==> config.mk <==
export PLATFORM = sky130hd
export DESIGN_NAME = d5m_config_ctrl
export DESIGN_NICKNAME = d
export VERILOG_FILES = /design/src/rtl/d5m_cfg_pkg.sv /design/src/rtl/d5m_i2c_byte_tx.sv /design/src/rtl/d5m_config_ctrl.sv
export SDC_FILE = /design/constraint.sdc
export NUM_CORES = 1
export LEC_CHECK = 0
export CAP_MARGIN = 20
export CORE_MARGIN = 2
export CORE_UTILIZATION = 30
export CTS_CLUSTER_SIZE = 20
export DETAILED_ROUTE_END_ITERATION = 7
export SLEW_MARGIN = 20
export SYNTH_ARGS = -nofsm -noshare
export SYNTH_HDL_FRONTEND = slang
export SYNTH_SLANG_ARGS = --single-unit
==> constraint.sdc <==
create_clock -name ul1Clock -period 5 [get_ports ul1Clock]
set_input_delay 0.5 -clock ul1Clock [delete_from_list [all_inputs] [get_ports ul1Clock]]
set_output_delay 0.5 -clock ul1Clock [all_outputs]
set_load 0.02 [all_outputs]
==> src/rtl/d5m_cfg_pkg.sv <==
// Shared types and constants for the D5M power-up / configuration sequencer.
//   state_e     : top-level sequencer states
//   tbl_entry_t : one register-table entry {reg_addr, data}
package d5m_cfg_pkg;

    typedef enum logic [3:0] {
        ST_IDLE,
        ST_RST_HOLD,
        ST_RST_WAIT,
        ST_FETCH,
        ST_START,
        ST_BYTE,
        ST_ACK,
        ST_STOP,
        ST_GAP,
        ST_DONE,
        ST_ERR
    } state_e;

    typedef struct packed {
        logic [7:0]  reg_addr;
        logic [15:0] data;
    } tbl_entry_t;

    // 8-bit sensor write address, R/W bit (0) included
    localparam logic [7:0] DEV_ADDR_DEF = 8'hBA;

    localparam int unsigned BYTE_TICKS  = 32;  // 8 bits x 4 ticks
    localparam int unsigned START_TICKS = 3;
    localparam int unsigned STOP_TICKS  = 3;
    localparam int unsigned GAP_TICKS   = 4;

endpackage

==> src/rtl/d5m_i2c_byte_tx.sv <==
// Two-wire byte transmitter: shifts one byte MSB first, then runs the ACK slot.
// Each bit spans 4 ticks: SCL low (data set up), high, high, low.
// Ports:
//   clk, rst     : clock, synchronous active-high reset
//   tick         : quarter-bit strobe
//   load         : start a new byte (issued on a tick boundary)
//   tx_byte      : byte to send
//   sda_in       : sampled SDA line level
//   scl, sda_oe  : bus levels for the current quarter-bit
//   ack_ok       : slave acknowledged the last byte
//   byte_done    : high during the final quarter of the ACK slot
module d5m_i2c_byte_tx (
    input  logic       clk,
    input  logic       rst,
    input  logic       tick,
    input  logic       load,
    input  logic [7:0] tx_byte,
    input  logic       sda_in,
    output logic       scl,
    output logic       sda_oe,
    output logic       ack_ok,
    output logic       byte_done
);

    localparam int unsigned BIT_W = 4;
    localparam logic [BIT_W-1:0] ACK_BIT = BIT_W'(8);

    logic [7:0]       shift_q, shift_d;
    logic [BIT_W-1:0] bit_q, bit_d;
    logic [1:0]       ph_q, ph_d;
    logic             active_q, active_d;
    logic             scl_q, scl_d;
    logic             sda_oe_q, sda_oe_d;
    logic             ack_ok_q, ack_ok_d;
    logic             byte_done_q, byte_done_d;

    // Quarter-bit sequencing; bit index 8 is the ACK slot
    always_comb begin
        shift_d     = shift_q;
        bit_d       = bit_q;
        ph_d        = ph_q;
        active_d    = active_q;
        scl_d       = scl_q;
        sda_oe_d    = sda_oe_q;
        ack_ok_d    = ack_ok_q;
        byte_done_d = byte_done_q;

        if (load) begin
            shift_d     = tx_byte;
            bit_d       = '0;
            ph_d        = 2'd0;
            active_d    = 1'b1;
            scl_d       = 1'b0;
            sda_oe_d    = ~tx_byte[7];
            ack_ok_d    = 1'b0;
            byte_done_d = 1'b0;
        end else if (tick && active_q) begin
            ph_d = ph_q + 2'd1;
            case (ph_q)
                2'd0: scl_d = 1'b1;
                2'd1: scl_d = 1'b1;
                2'd2: begin
                    scl_d = 1'b0;
                    // End of the second high quarter: slave ACK is stable
                    if (bit_q == ACK_BIT) begin
                        ack_ok_d    = ~sda_in;
                        byte_done_d = 1'b1;
                    end
                end
                default: begin
                    byte_done_d = 1'b0;
                    if (bit_q == ACK_BIT) begin
                        active_d = 1'b0;
                    end else begin
                        bit_d    = bit_q + BIT_W'(1);
                        shift_d  = {shift_q[6:0], 1'b0};
                        // After the LSB, release SDA for the ACK slot
                        sda_oe_d = (bit_q == BIT_W'(7)) ? 1'b0 : ~shift_q[6];
                    end
                end
            endcase
        end
    end

    always_ff @(posedge clk) begin
        if (rst) begin
            shift_q     <= '0;
            bit_q       <= '0;
            ph_q        <= 2'd0;
            active_q    <= 1'b0;
            scl_q       <= 1'b1;
            sda_oe_q    <= 1'b0;
            ack_ok_q    <= 1'b0;
            byte_done_q <= 1'b0;
        end else begin
            shift_q     <= shift_d;
            bit_q       <= bit_d;
            ph_q        <= ph_d;
            active_q    <= active_d;
            scl_q       <= scl_d;
            sda_oe_q    <= sda_oe_d;
            ack_ok_q    <= ack_ok_d;
            byte_done_q <= byte_done_d;
        end
    end

    assign scl       = scl_q;
    assign sda_oe    = sda_oe_q;
    assign ack_ok    = ack_ok_q;
    assign byte_done = byte_done_q;

endmodule

==> src/rtl/d5m_config_ctrl.sv <==
// TRDB_D5M power-up and configuration sequencer.
// On ul1Start: pulse sensor reset, wait to settle, then write TABLE_LEN entries
// from an external ROM to the sensor as {DEV_ADDR, reg_addr, data_hi, data_lo}.
// Ports:
//   ul1Clock, ul1Reset      : clock, synchronous active-high reset
//   ul1Start                : start pulse (accepted in IDLE/DONE/ERR)
//   ul8TableAddr / ul24TableData : ROM address out, entry in (1 clock latency)
//   ul1SensorResetn         : sensor reset, active low
//   ul1SclOut, ul1SdaOe, ul1SdaIn : two-wire bus (SDA open drain)
//   ul1Busy, ul1Done, ul1Error, ul8ErrIndex : status
module d5m_config_ctrl
    import d5m_cfg_pkg::*;
#(
    parameter int unsigned CLK_DIV       = 125,
    parameter int unsigned TABLE_LEN     = 16,
    parameter int unsigned RESET_CYCLES  = 1000,
    parameter int unsigned SETTLE_CYCLES = 2000,
    parameter logic [7:0]  DEV_ADDR      = DEV_ADDR_DEF
) (
    input  logic        ul1Clock,
    input  logic        ul1Reset,
    input  logic        ul1Start,
    output logic [7:0]  ul8TableAddr,
    input  logic [23:0] ul24TableData,
    output logic        ul1SensorResetn,
    output logic        ul1SclOut,
    output logic        ul1SdaOe,
    input  logic        ul1SdaIn,
    output logic        ul1Busy,
    output logic        ul1Done,
    output logic        ul1Error,
    output logic [7:0]  ul8ErrIndex
);

    localparam int unsigned DIV_W    = $clog2(CLK_DIV);
    localparam int unsigned HOLD_MAX = (RESET_CYCLES > SETTLE_CYCLES) ? RESET_CYCLES : SETTLE_CYCLES;
    localparam int unsigned CNT_MAX  = (HOLD_MAX > BYTE_TICKS) ? HOLD_MAX : BYTE_TICKS;
    localparam int unsigned CNT_W    = $clog2(CNT_MAX);

    state_e           state_q, state_d;
    logic [DIV_W-1:0] div_q, div_d;
    logic [CNT_W-1:0] cnt_q, cnt_d;
    logic [7:0]       idx_q, idx_d;
    logic [1:0]       byte_sel_q, byte_sel_d;
    logic             nack_q, nack_d;
    tbl_entry_t       entry_q, entry_d;
    logic [7:0]       addr_q, addr_d;
    logic             resetn_q, resetn_d;
    logic             scl_q, scl_d;
    logic             sda_oe_q, sda_oe_d;
    logic             busy_q, busy_d;
    logic             done_q, done_d;
    logic             err_q, err_d;
    logic [7:0]       err_idx_q, err_idx_d;

    logic             bus_st;
    logic             tick;
    logic             load;
    logic [7:0]       tx_byte;
    logic             tx_scl;
    logic             tx_sda_oe;
    logic             tx_ack_ok;
    logic             tx_byte_done;

    // Quarter-SCL strobe; divider idles at 0 outside the bus states
    always_comb begin
        bus_st = (state_q == ST_START) || (state_q == ST_BYTE) || (state_q == ST_ACK) ||
                 (state_q == ST_STOP)  || (state_q == ST_GAP);
        tick   = bus_st && (div_q == DIV_W'(CLK_DIV - 1));
    end

    d5m_i2c_byte_tx u_byte_tx (
        .clk       (ul1Clock),
        .rst       (ul1Reset),
        .tick      (tick),
        .load      (load),
        .tx_byte   (tx_byte),
        .sda_in    (ul1SdaIn),
        .scl       (tx_scl),
        .sda_oe    (tx_sda_oe),
        .ack_ok    (tx_ack_ok),
        .byte_done (tx_byte_done)
    );

    // Next-state, sequencing and bus levels
    always_comb begin
        state_d    = state_q;
        cnt_d      = cnt_q;
        idx_d      = idx_q;
        byte_sel_d = byte_sel_q;
        nack_d     = nack_q;
        entry_d    = entry_q;
        addr_d     = addr_q;
        resetn_d   = resetn_q;
        busy_d     = busy_q;
        done_d     = done_q;
        err_d      = err_q;
        err_idx_d  = err_idx_q;
        load       = 1'b0;
        tx_byte    = DEV_ADDR;
        div_d      = '0;
        if (bus_st) begin
            div_d = tick ? '0 : div_q + DIV_W'(1);
        end

        case (state_q)
            ST_IDLE, ST_DONE, ST_ERR: begin
                if (ul1Start) begin
                    state_d  = ST_RST_HOLD;
                    busy_d   = 1'b1;
                    done_d   = 1'b0;
                    err_d    = 1'b0;
                    idx_d    = '0;
                    cnt_d    = '0;
                    resetn_d = 1'b0;
                end
            end
            ST_RST_HOLD: begin
                if (cnt_q == CNT_W'(RESET_CYCLES - 1)) begin
                    cnt_d    = '0;
                    resetn_d = 1'b1;
                    state_d  = ST_RST_WAIT;
                end else begin
                    cnt_d = cnt_q + CNT_W'(1);
                end
            end
            ST_RST_WAIT: begin
                if (cnt_q == CNT_W'(SETTLE_CYCLES - 1)) begin
                    cnt_d = '0;
                    if (TABLE_LEN > 0) begin
                        state_d = ST_FETCH;
                        addr_d  = idx_q;
                    end else begin
                        state_d = ST_DONE;
                        busy_d  = 1'b0;
                        done_d  = 1'b1;
                    end
                end else begin
                    cnt_d = cnt_q + CNT_W'(1);
                end
            end
            ST_FETCH: begin
                // Address presented on entry; ROM data valid one clock later
                if (cnt_q == CNT_W'(1)) begin
                    entry_d    = tbl_entry_t'(ul24TableData);
                    cnt_d      = '0;
                    byte_sel_d = 2'd0;
                    nack_d     = 1'b0;
                    state_d    = ST_START;
                end else begin
                    cnt_d = cnt_q + CNT_W'(1);
                end
            end
            ST_START: begin
                if (tick) begin
                    if (cnt_q == CNT_W'(START_TICKS - 1)) begin
                        cnt_d   = '0;
                        load    = 1'b1;
                        state_d = ST_BYTE;
                    end else begin
                        cnt_d = cnt_q + CNT_W'(1);
                    end
                end
            end
            ST_BYTE: begin
                if (tick) begin
                    if (cnt_q == CNT_W'(BYTE_TICKS - 1)) begin
                        cnt_d   = '0;
                        state_d = ST_ACK;
                    end else begin
                        cnt_d = cnt_q + CNT_W'(1);
                    end
                end
            end
            ST_ACK: begin
                if (tick && tx_byte_done) begin
                    cnt_d = '0;
                    if (!tx_ack_ok) begin
                        nack_d  = 1'b1;
                        state_d = ST_STOP;
                    end else if (byte_sel_q == 2'd3) begin
                        state_d = ST_STOP;
                    end else begin
                        byte_sel_d = byte_sel_q + 2'd1;
                        load       = 1'b1;
                        state_d    = ST_BYTE;
                    end
                end
            end
            ST_STOP: begin
                if (tick) begin
                    if (cnt_q == CNT_W'(STOP_TICKS - 1)) begin
                        cnt_d = '0;
                        if (nack_q) begin
                            state_d   = ST_ERR;
                            busy_d    = 1'b0;
                            err_d     = 1'b1;
                            err_idx_d = idx_q;
                        end else begin
                            state_d = ST_GAP;
                        end
                    end else begin
                        cnt_d = cnt_q + CNT_W'(1);
                    end
                end
            end
            ST_GAP: begin
                if (tick) begin
                    if (cnt_q == CNT_W'(GAP_TICKS - 1)) begin
                        cnt_d = '0;
                        idx_d = idx_q + 8'd1;
                        if (({1'b0, idx_q} + 9'd1) < 9'(TABLE_LEN)) begin
                            state_d = ST_FETCH;
                            addr_d  = idx_q + 8'd1;
                        end else begin
                            state_d = ST_DONE;
                            busy_d  = 1'b0;
                            done_d  = 1'b1;
                        end
                    end else begin
                        cnt_d = cnt_q + CNT_W'(1);
                    end
                end
            end
            default: state_d = ST_IDLE;
        endcase

        case (byte_sel_d)
            2'd0:    tx_byte = DEV_ADDR;
            2'd1:    tx_byte = entry_q.reg_addr;
            2'd2:    tx_byte = entry_q.data[15:8];
            default: tx_byte = entry_q.data[7:0];
        endcase

        // Bus levels follow the current quarter; registered, so every source lags one clock alike
        if ((state_q == ST_BYTE) || (state_q == ST_ACK)) begin
            scl_d    = tx_scl;
            sda_oe_d = tx_sda_oe;
        end else if (state_q == ST_START) begin
            // idle, SDA falls under SCL high, SCL falls
            scl_d    = (cnt_q != CNT_W'(2));
            sda_oe_d = (cnt_q != CNT_W'(0));
        end else if (state_q == ST_STOP) begin
            // SCL low/SDA low, SCL rises, SDA released
            scl_d    = (cnt_q != CNT_W'(0));
            sda_oe_d = (cnt_q != CNT_W'(2));
        end else begin
            scl_d    = 1'b1;
            sda_oe_d = 1'b0;
        end
    end

    always_ff @(posedge ul1Clock) begin
        if (ul1Reset) begin
            state_q    <= ST_IDLE;
            div_q      <= '0;
            cnt_q      <= '0;
            idx_q      <= '0;
            byte_sel_q <= 2'd0;
            nack_q     <= 1'b0;
            entry_q    <= '0;
            addr_q     <= '0;
            resetn_q   <= 1'b1;
            scl_q      <= 1'b1;
            sda_oe_q   <= 1'b0;
            busy_q     <= 1'b0;
            done_q     <= 1'b0;
            err_q      <= 1'b0;
            err_idx_q  <= '0;
        end else begin
            state_q    <= state_d;
            div_q      <= div_d;
            cnt_q      <= cnt_d;
            idx_q      <= idx_d;
            byte_sel_q <= byte_sel_d;
            nack_q     <= nack_d;
            entry_q    <= entry_d;
            addr_q     <= addr_d;
            resetn_q   <= resetn_d;
            scl_q      <= scl_d;
            sda_oe_q   <= sda_oe_d;
            busy_q     <= busy_d;
            done_q     <= done_d;
            err_q      <= err_d;
            err_idx_q  <= err_idx_d;
        end
    end

    assign ul8TableAddr    = addr_q;
    assign ul1SensorResetn = resetn_q;
    assign ul1SclOut       = scl_q;
    assign ul1SdaOe        = sda_oe_q;
    assign ul1Busy         = busy_q;
    assign ul1Done         = done_q;
    assign ul1Error        = err_q;
    assign ul8ErrIndex     = err_idx_q;

endmodule

==> impl_metrics.yaml, run 1 <==
outcome:
  status: "finished, final reports clean"
timing:
  timing.fmax_ghz: 0.326
  rsz0062_at_grt: "false"
  finalSetupViolCount: 0
  post-route-min-period_ns: 3.07
  relSlewSlack: 0.371
  tightestPinTransition_ns: 0.943
  slew_viol_final: 0
  fin_tns_setup_ns: 0
  timing.final.ws_setup_ns: 1.93
  fin_crit_sh: 0.613
  skew_ns: 0.0108
  hold_viol: 0
  holdWs_ns: 0.448
clocking:
  clk_pin_slew_worst_paths_ns: 0.07
  hold_buffers: 0
  tritoncts.num_buffers: 9
  post_cts_resized: 0
  cts_root_buf: "clkbuf_16"
  cts_num_sinks: 97
  cts_tree: "done"
  cts_buffer_depth: 2
  cts_max_level: 3
  insertion_delay_ns: 0.35
  postCtsSetupBuffers: 0
synthesis:
  synth_top_area_frac: 0.385
  async_flop_share: 0
  post-synth-top-count-cell: "dfxtp_1"
  synth_edf_count: 0
  synth_area_sq_mm: 0.00505
  ys.flop_type: "dfxtp_1"
  yosys.area.top_type: "dfxtp_1"
  yosysUniqueCellTypes: 70
  synth_area_leaders: "dfxtp_1 (38%), nand2_1 (6.5%), a21oi_1 (5.8%)"
  syn-num-nets: 662
  netlist_top_cells_count: "dfxtp_1 (97), nand2_1 (88), nor2_1 (64)"
  ys_ff_latch: 97
  avgSynthCellArea_sq_um: 8.14
  synth_cells: 620
  synth_warnings: 0
  synth-seq-area-share: 0.385
layout:
  drive_gt1_frac: 0.0652
  fillers: 1745
  diodes: 0
  multi_input_area_sq_mm: 0.00284
  area_growth_pct: 17.2
  final_nets: 683
  utilization: 0.358
  seq_area_sq_mm: 0.00194
critical_path:
  cp-start-kind: "flip-flop"
  crit_required_ns: 5.22
  worstSetupEndpointType: "flip-flop"
  crit_path_start: "state_q[1]$_SDFFE_PP0P_"
  critPathArrivalTime_ns: 3.29
  worst-path-max-fanout: 28
  r2r_cells: 5
  rrSetupSlack_ns: 1.93
  critPathKind: "reg -> reg"
  r2r-end: "u_byte_tx.sda_oe$_SDFFE_PP0P_"
  reg2reg_from: "state_q[1]$_SDFFE_PP0P_"
  crit_end: "u_byte_tx.sda_oe$_SDFFE_PP0P_"
floorplanning:
  die_h_um: 134
  die_w_um: 134
  core_area_sq_mm: 0.0165
  start_util: 0.306
  ioPinCount: 50
  num_rows: 47
  die_area_sq_mm: 0.0179
pwr:
  power.density_mw_per_mm2: 345
  ir_drop_uv: 191
  power.total_mw: 2.04
  leakagePower_nw: 1.92
global_routing:
  antenna_found_initial: 0
  grt_start_max_net_pins: 42
  track_usage: 0.142
  grt_pass1_vias: 4120
  grt_overflow: 0
  grt_pass1_wl_um: 20600
worst_hold_path:
  hold_depth: 2
  hold_path_class: "reg -> reg"
placed_design:
  pre_cts_slack_ns: 1.93
  dp_hpwl_um: 8580
  port_buffers: 49
  gp_congestion: 0.834
run:
  max_cap_viol_count: 0
drt:
  wl_per_cell_um: 14.0
  postRouteAntennaNets: 0
  post-route-drc-count: 0
  dr.pass1.iters: 5
  route.vias.total: 4272
  viasPerCell: 4.94
  routed_wirelength_um: 12100
  drt_iter0_markers: 257
sequential cells by signal, summed over array words and instances (netlist names), 2 cells and up:
name               flops
ul8ErrIndex            8
ul8TableAddr           8
u_byte_tx.bit_q        4
entry_q               24
u_byte_tx.ph_q         2
u_byte_tx.shift_q      7
state_q                4
cnt_q                 11
idx_q                  8
byte_sel_q             2
div_q                  7
per-stage QoR:
stage / instances / cell area [sq um]
floorplan: 620 / 5050
global placement: 850 / 5630
detailed placement: 850 / 5630
CTS: 864 / 5920
global route: 864 / 5920
finish: 864 / 5920
cells in the final DEF, fill, tap and decap left out, types with 12 or more instances in the layout:
cell type and instances:
a21oi_1 59, clkdlybuf4s50_1 48, dfxtp_1 97, ha_1 14
inv_1 22, mux2i_1 20, nand2_1 88, nand3_1 16
nand4_1 12, nor2_1 64, o21ai_0 16, xor2_1 13
worst min-delay path by stage:
stage | start | end | slack [ns]
2_1_floorplan | entry_q[2]$_SDFFE_PP0P_ | entry_q[2]$_SDFFE_PP0P_ | 0.43
3_3_place_gp | entry_q[14]$_SDFFE_PP0P_ | entry_q[14]$_SDFFE_PP0P_ | 0.44
3_5_place_dp | entry_q[16]$_SDFFE_PP0P_ | entry_q[16]$_SDFFE_PP0P_ | 0.44
4_1_cts | entry_q[16]$_SDFFE_PP0P_ | entry_q[16]$_SDFFE_PP0P_ | 0.45
5_1_grt | entry_q[22]$_SDFFE_PP0P_ | entry_q[22]$_SDFFE_PP0P_ | 0.47
6_report | entry_q[16]$_SDFFE_PP0P_ | entry_q[16]$_SDFFE_PP0P_ | 0.45
per-layer routing:
layer,vias to the layer above,global-route usage,share of wire
met5,-,0,0
met4,0,0.0384,0.0084
met3,4,0.0297,0.037
met2,67,0.215,0.44
met1,1981,0.204,0.52
li1,2220,-,-
where the power goes:
group,switching (mW),internal [mW]
clock network,0.299,0.382
logic,0.291,0.205
registers,0.0564,0.811
total,0.646,1.40
area by class of cell:
| cell class | count | share of cell area |
|---|---|---|
| clock buffer | 9 | 0.0381 |
| multi-input combinational | 460 | 0.479 |
| clock inverter | 5 | 0.00994 |
| tap | 220 | 0.0465 |
| sequential | 97 | 0.328 |
| timing repair buffer | 50 | 0.0833 |
| inverter | 23 | 0.0150 |
worst max-delay path, cell delays in order, from the launching register on:
cell      delay, ns
dfxtp_1        0.78
and4bb_2       0.40
nand4_2        0.61
a31oi_1        0.70
nor4_1         0.09
or3_1          0.36
cells by family after synthesis:
logic type	after synthesis	share of synthesized area
adder cells (fa/ha/maj)	14	0.0347
flip-flops	97	0.385
buffers and inverters	63	0.0540
multiplexers	21	0.0419
AO/OA/AOI/OAI	138	0.180
AND/OR/NAND/NOR	263	0.263
XOR/XNOR	24	0.0416
Power figures use the tool's default switching activity.
==> inputs of run 2 (changes only) <==
clock period = 2.82 ns   (was 5 ns; I/O delays follow)
==> impl_metrics.yaml, run 2 (same netlist as run 1, synthesis figures left out) <==
global_routing:
  grt_pass1_wl_um: 20600
  track_usage: 0.142
  antenna_found_initial: 0
  grt_start_max_net_pins: 33
  grt_overflow: 0
  grt_pass1_vias: 4091
clocking:
  tritoncts.num_buffers: 9
  hold_buffers: 0
  postCtsSetupBuffers: 0
  post_cts_resized: 0
  cts_buffer_depth: 2
  cts_root_buf: "clkbuf_16"
  cts_max_level: 3
  insertion_delay_ns: 0.35
  cts_num_sinks: 97
  clk_pin_slew_worst_paths_ns: 0.07
  cts_tree: "done"
critical_path:
  worst-path-max-fanout: 16
  r2r_cells: 7
  cp-start-kind: "flip-flop"
  critPathKind: "reg -> reg"
  critPathArrivalTime_ns: 2.66
  worstSetupEndpointType: "flip-flop"
  crit_required_ns: 3.04
layout:
  diodes: 0
  final_nets: 702
  drive_gt1_frac: 0.0932
  largest_register_ffs: 24
  reg_top3: "entry_q (24), cnt_q (11)"
  multi_input_area_sq_mm: 0.00284
  final_cell_mix: "dfxtp_1 (97), nand2_1 (88), nor2_1 (64)"
  fillers: 1712
  layout_commonest_cell: "dfxtp_1"
  seq_area_sq_mm: 0.00194
  area_growth_pct: 20.6
  registers.top_by_ff_count: "entry_q"
timing:
  finalSetupViolCount: 0
  fin_tns_setup_ns: 0
  slew_viol_final: 0
  rsz0062_at_grt: "false"
  relSlewSlack: 0.616
  hold_viol: 0
  fin_crit_sh: 0.864
  skew_ns: 0.0113
  timing.final.ws_setup_ns: 0.383
  tightestPinTransition_ns: 0.571
  timing.fmax_ghz: 0.410
  post-route-min-period_ns: 2.44
floorplanning:
  num_rows: 47
  die_h_um: 134
  ioPinCount: 50
  core_area_sq_mm: 0.0165
  start_util: 0.306
  die_area_sq_mm: 0.0179
  die_w_um: 134
run:
  max_cap_viol_count: 0
pwr:
  power.density_mw_per_mm2: 622
  ir_drop_uv: 371
  leakagePower_nw: 2.04
drt:
  route.vias.total: 4350
  drt_iter0_markers: 251
  routed_wirelength_um: 12500
  post-route-drc-count: 0
  postRouteAntennaNets: 0
  dr.pass1.iters: 4
  wl_per_cell_um: 14.1
  viasPerCell: 4.92
placed_design:
  gp_congestion: 0.809
  dp_hpwl_um: 8890
  pre_cts_slack_ns: 0.350
  port_buffers: 49
worst_hold_path:
  hold_depth: 2
  hold_path_class: "in -> reg"
outcome:
  status: "finished, final reports clean"
run 2: cell count changes in the layout (fill, tap and decap cells not counted):
cell / delta
buf_4: +19
clkinvlp_4: -2
inv_8: +1
clkbuf_8: +2
clkinv_2: -1
inv_6: +1
clkbuf_1: +1
run 2: through the flow:
stage	instances	hold WS, ns	util	area, sq um	power (mW)
2_1_floorplan	620	0.379	-	5050	2.18
3_3_place_gp	869	0.438	0.350	5780	2.51
3_5_place_dp	869	0.445	0.350	5780	2.51
4_1_cts	885	0.361	0.369	6090	3.83
5_1_grt	885	0.404	0.369	6090	3.98
6_report	885	0.374	0.369	6090	3.79
run 2: worst max-delay path: stages (launching register included):
cell and delay [ns]:
dfxtp_1 0.52, or3_4 0.30, inv_4 0.12, o22ai_1 0.32, o311a_1 0.32, nand4_4 0.21, o21bai_2 0.41, nor2_1 0.09
run 2: power breakdown:
part           leakage (nW)  switching, mW  total, mW  internal (mW)
registers             0.783         0.0653       1.50           1.44
logic                  1.10          0.568      0.982          0.414
clock network         0.155          0.554       1.30          0.748
run 2: metal layers:
layer	track usage	wire length, um	up-vias
met2	0.213	5530	83
met1	0.203	6300	1991
li1	-	-	2264
met4	0.0461	184	0
met5	0	0	-
met3	0.0274	467	12
run 2: cell type report:
cell class	instances	share of cell area
multi-input combinational	460	0.465
sequential	97	0.319
timing repair buffer	69	0.104
tap	220	0.0452
clock buffer	12	0.0421
inverter	23	0.0146
clock inverter	4	0.00965
run 2: path summary, 6_finish.rpt:
kind	end	slack (ns)	from
max reg2reg	cnt_q[3]$_SDFFE_PP0P_	0.38	state_q[1]$_SDFFE_PP0P_
min reg2reg	entry_q[11]$_SDFFE_PP0P_	0.45	entry_q[11]$_SDFFE_PP0P_
min	state_q[1]$_SDFFE_PP0P_	0.37	ul1Reset
max	cnt_q[3]$_SDFFE_PP0P_	0.38	state_q[1]$_SDFFE_PP0P_
